## src/rtl/hazard_ctrl.sv

```systemverilog
// Pipeline hazard controller: stall, flush and memory-wait sequencing for a
// five-stage pipeline, with a sticky memory-timeout flag and stall counter.
module hazard_ctrl #(
    parameter int unsigned MAX_WAIT = 15
) (
    input  logic       clk,
    input  logic       rst_n,
    input  logic [3:0] id_src_a,
    input  logic [3:0] id_src_b,
    input  logic       id_uses_a,
    input  logic       id_uses_b,
    input  logic [3:0] ex_dest,
    input  logic       ex_mem_read,
    input  logic       ex_regwrt,
    input  logic [3:0] branch_taken,
    input  logic       mem_req,
    input  logic       mem_ready,
    input  logic       halt_in,
    output logic       pc_write,
    output logic       if_id_write,
    output logic       pipe_en,
    output logic       id_ex_bubble,
    output logic       if_id_flush,
    output logic       id_ex_flush,
    output logic       pc_sel_branch,
    output logic [2:0] state,
    output logic       mem_err,
    output logic [7:0] stall_cnt
);

    localparam int unsigned WCNT_W = (MAX_WAIT < 2) ? 1 : $clog2(MAX_WAIT + 1);
    localparam logic [WCNT_W-1:0] MAX_W = WCNT_W'(MAX_WAIT);

    typedef enum logic [2:0] {
        ST_RUN        = 3'd0,
        ST_LOAD_STALL = 3'd1,
        ST_FLUSH      = 3'd2,
        ST_MEM_WAIT   = 3'd3,
        ST_HALT       = 3'd4
    } state_e;

    state_e            state_q, state_d;
    logic [WCNT_W-1:0] wcnt_q, wcnt_d;
    logic              mem_err_q, mem_err_d;
    logic [7:0]        stall_cnt_q, stall_cnt_d;
    logic [WCNT_W-1:0] wcnt_inc;
    logic              load_use;

    assign wcnt_inc = wcnt_q + WCNT_W'(1);
    assign load_use = ex_mem_read & ex_regwrt &
                      ((id_uses_a & (id_src_a == ex_dest)) |
                       (id_uses_b & (id_src_b == ex_dest)));

    // Next-state and control outputs; while in reset the outputs look like RUN.
    always_comb begin
        state_d       = state_q;
        wcnt_d        = wcnt_q;
        mem_err_d     = mem_err_q;
        pc_write      = 1'b1;
        if_id_write   = 1'b1;
        pipe_en       = 1'b1;
        id_ex_bubble  = 1'b0;
        if_id_flush   = 1'b0;
        id_ex_flush   = 1'b0;
        pc_sel_branch = 1'b0;
        if (rst_n) begin
            case (state_q)
                ST_HALT: begin
                    pc_write    = 1'b0;
                    if_id_write = 1'b0;
                    pipe_en     = 1'b0;
                end
                ST_MEM_WAIT: begin
                    if (mem_ready) begin
                        state_d = ST_RUN;
                    end else begin
                        pc_write    = 1'b0;
                        if_id_write = 1'b0;
                        pipe_en     = 1'b0;
                        wcnt_d      = wcnt_inc;
                        if (wcnt_inc >= MAX_W) begin
                            mem_err_d = 1'b1;
                            state_d   = ST_HALT;
                        end
                    end
                end
                default: begin
                    // RUN, LOAD_STALL and FLUSH share the priority chain;
                    // load-use and halt_in are only looked at from RUN.
                    if (mem_req && !mem_ready) begin
                        pc_write    = 1'b0;
                        if_id_write = 1'b0;
                        pipe_en     = 1'b0;
                        wcnt_d      = WCNT_W'(1);
                        state_d     = ST_MEM_WAIT;
                    end else if (|branch_taken) begin
                        pc_sel_branch = 1'b1;
                        if_id_flush   = 1'b1;
                        id_ex_flush   = 1'b1;
                        state_d       = ST_FLUSH;
                    end else if (state_q == ST_RUN && load_use) begin
                        pc_write     = 1'b0;
                        if_id_write  = 1'b0;
                        id_ex_bubble = 1'b1;
                        state_d      = ST_LOAD_STALL;
                    end else if (state_q == ST_RUN && halt_in) begin
                        state_d = ST_HALT;
                    end else begin
                        state_d = ST_RUN;
                    end
                end
            endcase
        end

        stall_cnt_d = stall_cnt_q;
        if (!pc_write && stall_cnt_q != 8'hFF) begin
            stall_cnt_d = stall_cnt_q + 8'd1;
        end
    end

    always_ff @(posedge clk) begin
        if (!rst_n) begin
            state_q     <= ST_RUN;
            wcnt_q      <= '0;
            mem_err_q   <= 1'b0;
            stall_cnt_q <= 8'd0;
        end else begin
            state_q     <= state_d;
            wcnt_q      <= wcnt_d;
            mem_err_q   <= mem_err_d;
            stall_cnt_q <= stall_cnt_d;
        end
    end

    assign state     = 3'(state_q);
    assign mem_err   = mem_err_q;
    assign stall_cnt = stall_cnt_q;

endmodule

```

## config.mk

```make
export PLATFORM = sky130hd
export DESIGN_NAME = hazard_ctrl
export DESIGN_NICKNAME = d
export VERILOG_FILES = /design/src/rtl/hazard_ctrl.sv
export SDC_FILE = /design/constraint.sdc
export NUM_CORES = 1
export LEC_CHECK = 0
export BUFFER_PORTS_ARGS = -buffer_cell sky130_fd_sc_hd__buf_2
export CAP_MARGIN = 20
export CORE_ASPECT_RATIO = 0.8
export CORE_MARGIN = 1.5
export CORE_UTILIZATION = 49
export CTS_CLUSTER_DIAMETER = 60
export DETAILED_ROUTE_END_ITERATION = 12
export GPL_ROUTABILITY_DRIVEN = 0
export HOLD_SLACK_MARGIN = 0.15
export PLACE_DENSITY = 0.87
export SLEW_MARGIN = 30
export SYNTH_ARGS = -nofsm -noshare
export SYNTH_HDL_FRONTEND = slang
export SYNTH_SLANG_ARGS = --single-unit
```

## constraint.sdc

```tcl
create_clock -name clk -period 2.5 [get_ports clk]
set_input_delay 0.5 -clock clk [delete_from_list [all_inputs] [get_ports clk]]
set_output_delay 0.5 -clock clk [all_outputs]
set_load 0.01 [all_outputs]
```

# == After elaboration in Yosys (flattened, before gate mapping) ==
# Index checks and enable logic that the tools add are counted.
# totals
regBits,16
input_bits,25
wordCells,62
# classes
addsub,2
order_cmp,1
n_eq_ne,7
n_mux,28
n_bitwise,7
reduce_logical,13
# ops
cell,n
3-bit two-way mux,6
1-bit two-way mux,16
8-bit by 1-bit adder with 8-bit output (second input constant),1
4-bit equality test,2
4-bit two-way mux,2
8-bit != test (second input constant),1
4-bit case mux with 2 select lines,1
3-bit case mux with 2 select lines,1
3-bit AND reduction,2
4-bit by 1-bit adder with 4-bit output (second input constant),1
1-bit bitwise AND,4
4-bit greater-or-equal comparator (second input constant),1
1-bit logical AND,4
1-bit case mux with 2 select lines,2
4-bit OR reduction,1
3-bit by 2-bit equality test with 1-bit output (second input constant),1
3-bit equality test (second input constant),1
3-bit logical NOT,1
3-bit != test (second input constant),1
1-bit logical NOT,2
2-bit != test (second input constant),1
1-bit inverter,2
2-bit AND reduction,1
2-bit nonzero test,1
other kinds (2),2

# == Logic depth before layout (Yosys ltp) ==
# logic_depth
word_depth,12
ltp_mapped,7
mapped_depth_nobuf,7

# == Least setup slack after synthesis ==
# No wires, ideal clock.
# synth_path
kind,in2out
start,input port id_src_a[2]
end,output port pc_write
t_arrival_ps,1746
t_required_ps,2000
slack_ps,254
path_stages,6
path_buffers,1
cell_sequence,xor2_1 nand3b_4 or4_4 nand2_1 a31oi_1 buf_4
# synth_via
elab_chain_len,10
# synth_rtl
element,line_no,rtl
from (decl),8,"input logic [3:0] id_src_a,"
4-bit equality test,51,((id_uses_a & (id_src_a == ex_dest)) |
1-bit bitwise AND,51,
1-bit OR,51,
1-bit bitwise AND,50,assign load_use = ex_mem_read & ex_regwrt &
1-bit logical AND,101,end else if (state_q == ST_RUN && load_use) begin
1-bit two-way mux (3 in a row),n/a,
1-bit case mux with 2 select lines,n/a,
1-bit two-way mux,n/a,
to (decl),19,"output logic pc_write,"
# Every way passes these cells.

# == Final worst setup path ==
# layout_path
start,register state_q[0] (netlist: state[0])
end,output port if_id_write
# layout_via
elab_chain_len,7
# layout_rtl
element,line_no,rtl
from (decl),42,"state_e state_q, state_d;"
from (signal assigned),128,state_q <= state_d;
3-bit logical NOT,101,
1-bit logical AND,101,
1-bit two-way mux,101,
1-bit two-way mux,96,end else if (|branch_taken) begin
1-bit two-way mux,90,if (mem_req && !mem_ready) begin
1-bit case mux with 2 select lines *,67,case (state_q)
1-bit two-way mux *,66,if (rst_n) begin
to (decl),20,"output logic if_id_write,"
# Mark *: on every way between the ends. The rest lies on a longest branch, timed or not.

==> key figures <==
Outcome
  • Outcome: finished, final reports clean

Layout
  • Area grow syn2layout: 21.7%
  • Nets: 228
  • Finished Layout Cells: 235
  • Fill cell total of the finished layout: 235
  • Diodes inserted: 0
  • Share of layout cells above drive strength 1: 0.367

Routing
  • Via count: 1285
  • Routed Antenna Nets: 0
  • Wirelength, routed: 2.86 mm
  • DR pass1 iterations: 6
  • Via density: 5.47
  • Iter 0 DRT Violations: 51
  • DRC viols: 0
  • Wire per inst: 12.2 um

Clock network
  • Skew-Pair Late Insertion Delay: 0.30 ns
  • Clk slew on worst S/H paths: 0.10 ns
  • Clk buf depth: 2
  • CTS tree: yes
  • H-tree levels: 1
  • Clk sinks: 16
  • CTS buffer count: 3
  • Root cell of the clock tree: clkbuf_4

Timing
  • Fmax: 0.421 GHz
  • Total negative slack: 0 ns
  • Worst slew pin tran: 0.521 ns
  • Slew HR: 0.650
  • Fin crit share: 0.950
  • Final Max Tran Viols: 0
  • RSZ-0062 raised after global routing: false
  • Max Clock Skew: 0.00130 ns
  • Tmin final: 2.37 ns
  • Fin. Hold Viols: 0
  • Final number of setup-violating endpoints: 0

Placement
  • IO Port Bufs: 43
  • Post-DP HPWL: 2.26 mm
  • Placed cells: 231

Synthesis
  • Synthesized area: 0.00125 mm^2
  • Ys Warns: 0
  • Top FF cell, synth: dfxtp_1
  • Post-synth EDFFs: 0
  • Yosys cell types: 51
  • Post-synth ARST share: 0
  • Seq cells post-synth: 16
  • Synthesized net count: 184
  • Register area share after synthesis: 0.255
  • Post-Syn Instances: 156
  • Avg Synthesized Cell Area: 8.04 um^2

Worst setup path
  • Setup crit start: state[0]
  • Critical Path Start Type: register
  • WP data required: 2.00 ns
  • CP endpoint kind: output pin
  • CP Class: register to output pin
  • FF-to-FF Start: state[0]
  • CP arrival: 1.87 ns
  • CP max FO: 6

Floorplanning
  • DIE AREA: 0.00288 mm^2
  • Num rows: 16
  • Core region area: 0.00244 mm^2
  • Io pins: 44
  • Die height: 48.3 um
  • Initial Util: 0.514
  • Die X: 59.6 um

GRT
  • Initial antenna violation count: 0
  • Global-route wire length before repair: 4.33 mm
  • Total grt overflow: 0
  • GR Util met2: 0.363
  • Global-route usage over all layers: 0.201
  • Met1 GRT Util: 0.252
  • Vias in the first global route: 1064
  • Met3 usage: 0.0398
  • Largest net degree at the start of global routing: 16
  • GRT Max-Usage Layer: met2

Power
  • Leak pwr: 0.633 nW
  • Overall power: 0.560 mW
  • Power per cell area: 366 mW/mm^2
  • Worst vdd ir: 0.000169 V

Hold path
  • Hold crit path type: register to register
  • Hold Startpoint: mem_err

Run
  • Max Cap Violations: 0
## Yosys cell counts (3+ instances only)
library cell | instances | share of area
a21oi_1 | 3 | 0.012
a31oi_1 | 4 | 0.020
buf_4 | 3 | 0.018
dfxtp_1 | 16 | 0.26
ha_1 | 3 | 0.030
inv_1 | 3 | 0.0090
mux2i_1 | 6 | 0.048
nand2_1 | 18 | 0.054
nand2b_1 | 4 | 0.020
nand3_1 | 13 | 0.052
nand4_1 | 4 | 0.020
nor2_1 | 14 | 0.042
nor2b_1 | 5 | 0.025
o21ai_0 | 6 | 0.024
or2b_2 | 5 | 0.035
xnor2_1 | 4 | 0.028
## layer usage
metal,up-vias,wire (um)
met4,0,45
met5,-,0
met2,58,1310
met3,8,212
li1,648,-
met1,571,1290
## worst max-delay path, stage by stage, from the launching register on
cell and delay (ns):
dfxtp_2 0.36, nor2_2 0.15, nand4_2 0.16, or4_4 0.54, nand2_2 0.11, a31oi_1 0.09
buf_2 0.17
## registers in the layout (all words and copies together) (netlist names)
| signal | count |
|---|---|
| wcnt_q | 4 |
| state | 3 |
| stall_cnt | 8 |
| mem_err | 1 |
## layout by cell type (no fill, tap or decap), drive strengths merged, types with 2 or more instances in the layout
cell type	instances
a21boi	3
a21oi	5
a31oi	4
buf	44
clkbuf	4
dfxtp	16
ha	3
inv	4
mux2i	6
nand2	18
nand2b	4
nand3	14
nand3b	2
nand4	5
nor2	15
nor2b	5
nor3	2
nor3b	2
nor4	3
o21a	2
o21ai	9
o22ai	2
o2bb2ai	2
or2b	6
or4	2
xnor2	4
xor2	2
## power breakdown
part | internal [mW] | leakage [nW] | total, mW | switching (mW)
Sequential | 0.261 | 0.130 | 0.269 | 0.00744
Combinational | 0.0522 | 0.482 | 0.111 | 0.0592
Clock | 0.0889 | 0.0210 | 0.180 | 0.0909
## final timing paths
check	cells past startpoint	slack, ns	endpoint
setup reg to reg	6	0.64	stall_cnt[4]
hold reg to reg	1	0.49	mem_err
setup / recovery	6	0.13	if_id_write
hold / removal	1	0.49	mem_err
## what timing repair did
action / in CTS / in global routing
endpoints found under the setup margin: 0 / 2
hold buffers: 0 / 0
gates resized for setup: 0 / 4
buffers inserted: 0 / 0
## final cells by class
type	count	area (um^2)	share of cell area
Multi-Input combinational cell	131	886	0.580
Clock buffer	4	36.3	0.0238
Sequential cell	16	323	0.211
Tap cell	36	45.0	0.0295
Inverter	4	15.0	0.00983
Timing Repair Buffer	44	223	0.146
## cell families (layout without fill, tap and decap cells)
kind of cell,count (synthesis),count (layout),share of synthesized area
AOI/OAI and AO/OA,32,32,0.188
buffers and inverters,9,52,0.0439
DFF,16,16,0.255
xor gates and xnor gates,6,6,0.0419
adders and majority gates,3,3,0.0299
muxes,6,6,0.0479
and+or+nand+nor,84,84,0.393
## per-stage QoR
step	instance area, um^2	utilization	hold WS, ns	setup WS (ns)
final	1530	0.626	0.490	0.126
after global routing	1530	0.626	0.502	0.0144
after CTS	1520	0.622	0.489	0.0179
after detailed placement	1480	0.607	0.468	0.163
after global placement	1480	0.607	0.448	0.184
after floorplan	1250	-	0.460	0.254
(Power assumes the default switching activity.)
